==> config.mk <==
export PLATFORM = sky130hd
export DESIGN_NAME = mem_access_stage
export DESIGN_NICKNAME = d
export VERILOG_FILES = /design/src/rtl/mem_access_stage.sv
export SDC_FILE = /design/constraint.sdc
export NUM_CORES = 1
export LEC_CHECK = 0
export CAP_MARGIN = 15
export CORE_MARGIN = 8
export CORE_UTILIZATION = 30
export DETAILED_ROUTE_END_ITERATION = 8
export DONT_BUFFER_PORTS = 1
export PLACE_DENSITY = 0.44
export SKIP_LAST_GASP = 1
export SLEW_MARGIN = 25
export SYNTH_ARGS = -nofsm -noshare
export SYNTH_HDL_FRONTEND = slang
export SYNTH_SLANG_ARGS = --single-unit
==> constraint.sdc <==
create_clock -name clk_i -period 3 [get_ports clk_i]
set_clock_uncertainty 0.2 [all_clocks]
set_input_delay 0.75 -clock clk_i [delete_from_list [all_inputs] [get_ports clk_i]]
set_output_delay 0.75 -clock clk_i [all_outputs]
set_load 0.01 [all_outputs]
==> src/rtl/mem_access_stage.sv <==
// rtl/mem_access_stage.sv - memory-access stage: loads/stores over a req/ack data port, passthrough otherwise
// One op in flight: IDLE accepts, REQ waits for dmem_ack (or timeout), RESP holds the write-back record.
module mem_access_stage #(
   parameter int unsigned TIMEOUT_CYC = 16
) (
   input  logic        clk_i,
   input  logic        rst_i,
   input  logic        in_valid_i,
   output logic        in_ready_o,
   input  logic [5:0]  alucode_i,
   input  logic [31:0] alu_result_i,
   input  logic [31:0] store_data_i,
   input  logic [4:0]  rd_addr_i,
   output logic        out_valid_o,
   input  logic        out_ready_i,
   output logic [31:0] out_data_o,
   output logic [4:0]  out_rd_o,
   output logic        out_reg_we_o,
   output logic        out_err_o,
   output logic        dmem_req_o,
   output logic        dmem_we_o,
   output logic [31:0] dmem_addr_o,
   output logic [3:0]  dmem_be_o,
   output logic [31:0] dmem_wdata_o,
   input  logic        dmem_ack_i,
   input  logic [31:0] dmem_rdata_i
);

   localparam logic [5:0] ALU_LB  = 6'd9;
   localparam logic [5:0] ALU_LH  = 6'd10;
   localparam logic [5:0] ALU_LW  = 6'd11;
   localparam logic [5:0] ALU_LBU = 6'd12;
   localparam logic [5:0] ALU_LHU = 6'd13;
   localparam logic [5:0] ALU_SB  = 6'd14;
   localparam logic [5:0] ALU_SH  = 6'd15;
   localparam logic [5:0] ALU_SW  = 6'd16;

   typedef enum logic [1:0] {S_IDLE, S_REQ, S_RESP} state_t;

   state_t      state_q;
   logic [5:0]  op_q;
   logic [1:0]  off_q;
   logic [4:0]  rd_q;
   logic [7:0]  cnt_q;
   logic        req_q, we_q, out_valid_q, out_err_q, out_reg_we_q;
   logic [31:0] addr_q, wdata_q, out_data_q;
   logic [3:0]  be_q;

   logic        is_ld, is_st, misal;
   logic [3:0]  be_d;
   logic [31:0] wdata_d, load_data;
   logic [7:0]  byte_sel;
   logic [15:0] half_sel;

   // Decode of the incoming op, used only on the accept cycle.
   always_comb begin
      is_ld   = 1'b0;
      is_st   = 1'b0;
      misal   = 1'b0;
      be_d    = 4'b1111;
      wdata_d = store_data_i;
      unique case (alucode_i)
         ALU_LB, ALU_LBU: is_ld = 1'b1;
         ALU_LH, ALU_LHU: begin is_ld = 1'b1; misal = alu_result_i[0]; end
         ALU_LW:          begin is_ld = 1'b1; misal = |alu_result_i[1:0]; end
         ALU_SB: begin
            is_st   = 1'b1;
            be_d    = 4'b0001 << alu_result_i[1:0];
            wdata_d = {4{store_data_i[7:0]}};
         end
         ALU_SH: begin
            is_st   = 1'b1;
            misal   = alu_result_i[0];
            be_d    = 4'b0011 << alu_result_i[1:0];
            wdata_d = {2{store_data_i[15:0]}};
         end
         ALU_SW: begin is_st = 1'b1; misal = |alu_result_i[1:0]; end
         default: ;
      endcase
   end

   always_comb begin
      byte_sel  = dmem_rdata_i[{off_q, 3'b000} +: 8];
      half_sel  = dmem_rdata_i[{off_q[1], 4'b0000} +: 16];
      load_data = dmem_rdata_i;
      unique case (op_q)
         ALU_LB:  load_data = {{24{byte_sel[7]}}, byte_sel};
         ALU_LBU: load_data = {24'd0, byte_sel};
         ALU_LH:  load_data = {{16{half_sel[15]}}, half_sel};
         ALU_LHU: load_data = {16'd0, half_sel};
         default: load_data = dmem_rdata_i;
      endcase
   end

   always_ff @(posedge clk_i) begin
      if (rst_i) begin
         state_q      <= S_IDLE;
         op_q         <= '0;
         off_q        <= '0;
         rd_q         <= '0;
         cnt_q        <= '0;
         req_q        <= 1'b0;
         we_q         <= 1'b0;
         addr_q       <= '0;
         be_q         <= '0;
         wdata_q      <= '0;
         out_valid_q  <= 1'b0;
         out_err_q    <= 1'b0;
         out_reg_we_q <= 1'b0;
         out_data_q   <= '0;
      end else begin
         unique case (state_q)
            S_IDLE: if (in_valid_i) begin
               op_q  <= alucode_i;
               off_q <= alu_result_i[1:0];
               rd_q  <= rd_addr_i;
               cnt_q <= '0;
               if (!is_ld && !is_st) begin
                  out_data_q   <= alu_result_i;
                  out_err_q    <= 1'b0;
                  out_reg_we_q <= (rd_addr_i != 5'd0);
                  out_valid_q  <= 1'b1;
                  state_q      <= S_RESP;
               end else if (misal) begin
                  out_data_q   <= '0;
                  out_err_q    <= 1'b1;
                  out_reg_we_q <= 1'b0;
                  out_valid_q  <= 1'b1;
                  state_q      <= S_RESP;
               end else begin
                  addr_q  <= {alu_result_i[31:2], 2'b00};
                  be_q    <= be_d;
                  we_q    <= is_st;
                  wdata_q <= wdata_d;
                  req_q   <= 1'b1;
                  state_q <= S_REQ;
               end
            end
            S_REQ: begin
               if (dmem_ack_i) begin
                  req_q        <= 1'b0;
                  out_data_q   <= we_q ? 32'd0 : load_data;
                  out_err_q    <= 1'b0;
                  out_reg_we_q <= !we_q && (rd_q != 5'd0);
                  out_valid_q  <= 1'b1;
                  state_q      <= S_RESP;
               end else if (cnt_q == 8'(TIMEOUT_CYC - 1)) begin
                  // Timeout: give up on the port and complete with an error record.
                  req_q        <= 1'b0;
                  out_data_q   <= '0;
                  out_err_q    <= 1'b1;
                  out_reg_we_q <= 1'b0;
                  out_valid_q  <= 1'b1;
                  state_q      <= S_RESP;
               end else begin
                  cnt_q <= cnt_q + 8'd1;
               end
            end
            S_RESP: if (out_ready_i) begin
               out_valid_q <= 1'b0;
               state_q     <= S_IDLE;
            end
            default: state_q <= S_IDLE;
         endcase
      end
   end

   assign in_ready_o   = (state_q == S_IDLE);
   assign out_valid_o  = out_valid_q;
   assign out_data_o   = out_data_q;
   assign out_rd_o     = rd_q;
   assign out_reg_we_o = out_reg_we_q;
   assign out_err_o    = out_err_q;
   assign dmem_req_o   = req_q;
   assign dmem_we_o    = we_q;
   assign dmem_addr_o  = addr_q;
   assign dmem_be_o    = be_q;
   assign dmem_wdata_o = wdata_q;

endmodule
==> impl_metrics.tcl <==
set metrics [dict create \
    fin_nets 880 \
    dr.first_iter.drc_count 523 \
    path_buf_inv 0 \
    internal_power_mw 3.285 \
    grt_max_degree 112 \
    io_pins 223 \
    antenna_found_initial 0 \
    grt_setup_unrepaired "false" \
    maxCapViolCount 0 \
    portBuffers 0 \
    critical-path-top-delay-family "compound AO/OA/AOI/OAI gates" \
    fin_util 0.3432 \
    avgSynthCellArea_sq_um 8.496 \
    crit_chain "mux2_2 -> o221ai_1 -> a31oi_1 -> a221oi_1 -> a21oi_1" \
    crit_required_ns 3.09 \
    synth_edf_count 0 \
    antenna_cells 0 \
    grt_pass1_vias 6211 \
    synth_cell_types 69 \
    max_stage_delay_ns 0.55 \
    worst_pin_slew_ns 0.8046 \
    syn_to_final_growth_pct 13.33 \
    cellPowerDensity_nw_per_um2 588.6 \
    switching_share 0.2772 \
    p_total_mw 4.545 \
    clock_latency_ns 0.42 \
    die_h_microns 166.7 \
    dieWidth_microns 166.7 \
    outcome "finished clean" \
    cts_buffer_depth 2 \
    ys_seq_elements 126 \
    post-route-drc-count 0 \
    startpoint_type "flop" \
    cts_tree "yes" \
    dp.cells 1033 \
    pwr-share-clk 0.476 \
    synth_cells 802 \
    grt_pass1_wl_mm 40.25 \
    ctsResizeCount 0 \
    critPathMaxFanout 8 \
    whs_ns 0.2401 \
    drv_slew 0 \
    row_count 55 \
    crit_slowest_cell "a221oi_1" \
    yosys_warnings 0 \
    gp_congestion 0.8341 \
    overflow 0 \
    critical_path_class "flop to flop" \
    cts_setup_buffers 0 \
    coreArea_sq_um 22500 \
    num_vias 6396 \
    clk_pin_slew_ns 0.06 \
    tns_ns 0 \
    finalHoldViolCount 0 \
    fin_crit_sh 0.8537 \
    layout.cells.non_filler 1065 \
    initial_utilization 0.3028 \
    end_kind "flop" \
    vias_per_cell 6.006 \
    dieArea_sq_um 27790 \
    slew_headroom 0.4611 \
    hpwl_mm 19.09 \
    synth-main-ff-cell "dfxtp_1" \
    drt-total-wl_mm 26.81 \
    synth-async-reset-ratio 0 \
    power_leakage_nw 2.616 \
    setup_viol 0 \
    p_sw_mw 1.260 \
    seq_power_share 0.413 \
    htreeDepth 4 \
    max-vdd-ir-drop_mv 0.3368 \
    hold_buffers 0 \
    hold_path.class "primary input to flop" \
    clock-root-buffer "clkbuf_16" \
    netlist_area_sq_um 6814 \
    fmax_mhz 390.5 \
    ant_nets 0 \
    dr.pass1.iters 5 \
    grtUsageTotal 0.1860 \
    cts_made_buffers 17 \
    cts.sink_count 126 \
    fin_crit_ns 2.561 \
    worstPathArrival_ns 2.65 \
    combPwrFrac 0.111 \
    wire_per_inst_microns 25.17 \
    ys_seq_area_frac 0.3702 \
    drive_above_1_share 0.1462 \
]
power by group through the flow:
stage | clock network, mW | logic, mW | registers, mW
after global placement | 0 | 0.488 | 1.91
final | 2.16 | 0.506 | 1.88
after global routing | 2.29 | 0.554 | 1.89
after floorplan | 0 | 0.409 | 1.87
after CTS | 2.21 | 0.503 | 1.88
after detailed placement | 0 | 0.501 | 1.92
cells in the mapped netlist (9+ instances only):
cell type    n  area share
a211oi_1    12       0.013
a211oi_2     9       0.017
a21oi_1     78       0.057
a221oi_1    12       0.015
a2bb2oi_1   17       0.022
a31oi_1     17       0.016
buf_2       18       0.013
clkbuf_1    52       0.029
dfxtp_1    126        0.37
inv_1       13      0.0072
mux2_2      22       0.036
mux2i_1     34       0.050
nand2_1     55       0.030
nand4_1     39       0.036
nor2_1      57       0.031
nor2b_1     28       0.026
nor3_1      28       0.021
o21ai_0     11      0.0081
o221ai_1    20       0.026
o22ai_1     10      0.0092
o31ai_1     41       0.045
or3_1       20       0.018
registers in the layout, indices dropped and copies added (netlist names), 2 cells and up:
register,flops
dmem_wdata_o,32
out_data_o,32
dmem_addr_o,30
cnt_q,8
op_q,6
out_rd_o,5
dmem_be_o,4
off_q,2
state_q,2
worst reg2reg max path, delay by kind of cell, from the launching register on:
kind	cells	cell delay, ns
DFF	1	0.47
muxes	1	0.39
AOI/OAI and AO/OA	4	1.38
layout make-up:
type / count / area (sq um)
Clock inverter: 10 / 126.4
Fill cell: 2321 / 14780
Inverter: 14 / 52.55
Timing Repair Buffer: 28 / 272.8
Multi-Input combinational cell: 580 / 3908
Tap cell: 285 / 356.6
Clock buffer: 22 / 484.2
Sequential cell: 126 / 2522
cell usage in the layout, fill, tap and decap left out, drive strengths merged, types with 3 or more instances in the layout:
cell type / Yosys / routed
dfxtp: 126 / 126
a21oi: 78 / 78
nor2: 59 / 59
nand2: 55 / 55
o31ai: 42 / 42
nand4: 39 / 39
mux2i: 34 / 34
nor2b: 28 / 28
nor3: 28 / 28
buf: 30 / 28
mux2: 22 / 22
clkbuf: 53 / 22
a211oi: 21 / 21
or3: 20 / 20
o221ai: 20 / 20
a2bb2oi: 17 / 17
a31oi: 17 / 17
inv: 13 / 16
a221oi: 16 / 16
o21ai: 12 / 12
o22ai: 10 / 10
xnor2: 6 / 6
nand2b: 6 / 6
nor3b: 5 / 5
a311oi: 4 / 4
and3: 3 / 3
nand3: 3 / 3
clkinvlp: 0 / 3
or4: 3 / 3
clkinv: 1 / 3
per-stage QoR:
| stage | setup WS [ns] | instance area, sq um |
|---|---|---|
| 2_1_floorplan | 0.4390 | 6818 |
| 3_3_place_gp | 0.2966 | 7112 |
| 3_5_place_dp | 0.2716 | 7112 |
| 4_1_cts | 0.5300 | 7722 |
| 5_1_grt | 0.3812 | 7722 |
| 6_report | 0.4389 | 7722 |
logic make-up after synthesis:
group	count (synthesis)	share of synthesized area
simple gates	260	0.1990
compound gates	254	0.2707
mux	56	0.08630
buf+inv	97	0.06243
other cells	1	0.0005503
xor+xnor	7	0.008998
flops	126	0.3702
fa+ha+maj	1	0.001836
worst paths after layout:
path,endpoint,from,slack (ns),cells past startpoint
min,dmem_be_o[3],rst_i,0.24,1
max reg2reg,out_data_o[15],off_q[0],0.44,5
max,out_data_o[15],off_q[0],0.44,5
min reg2reg,op_q[3],op_q[3],0.27,2
metal layers:
layer / share of wire / GRT usage
met5: 0 / 0
met4: 0.026 / 0.06933
met3: 0.11 / 0.07707
met2: 0.45 / 0.2860
met1: 0.41 / 0.2289
(Power assumes the default switching activity.)
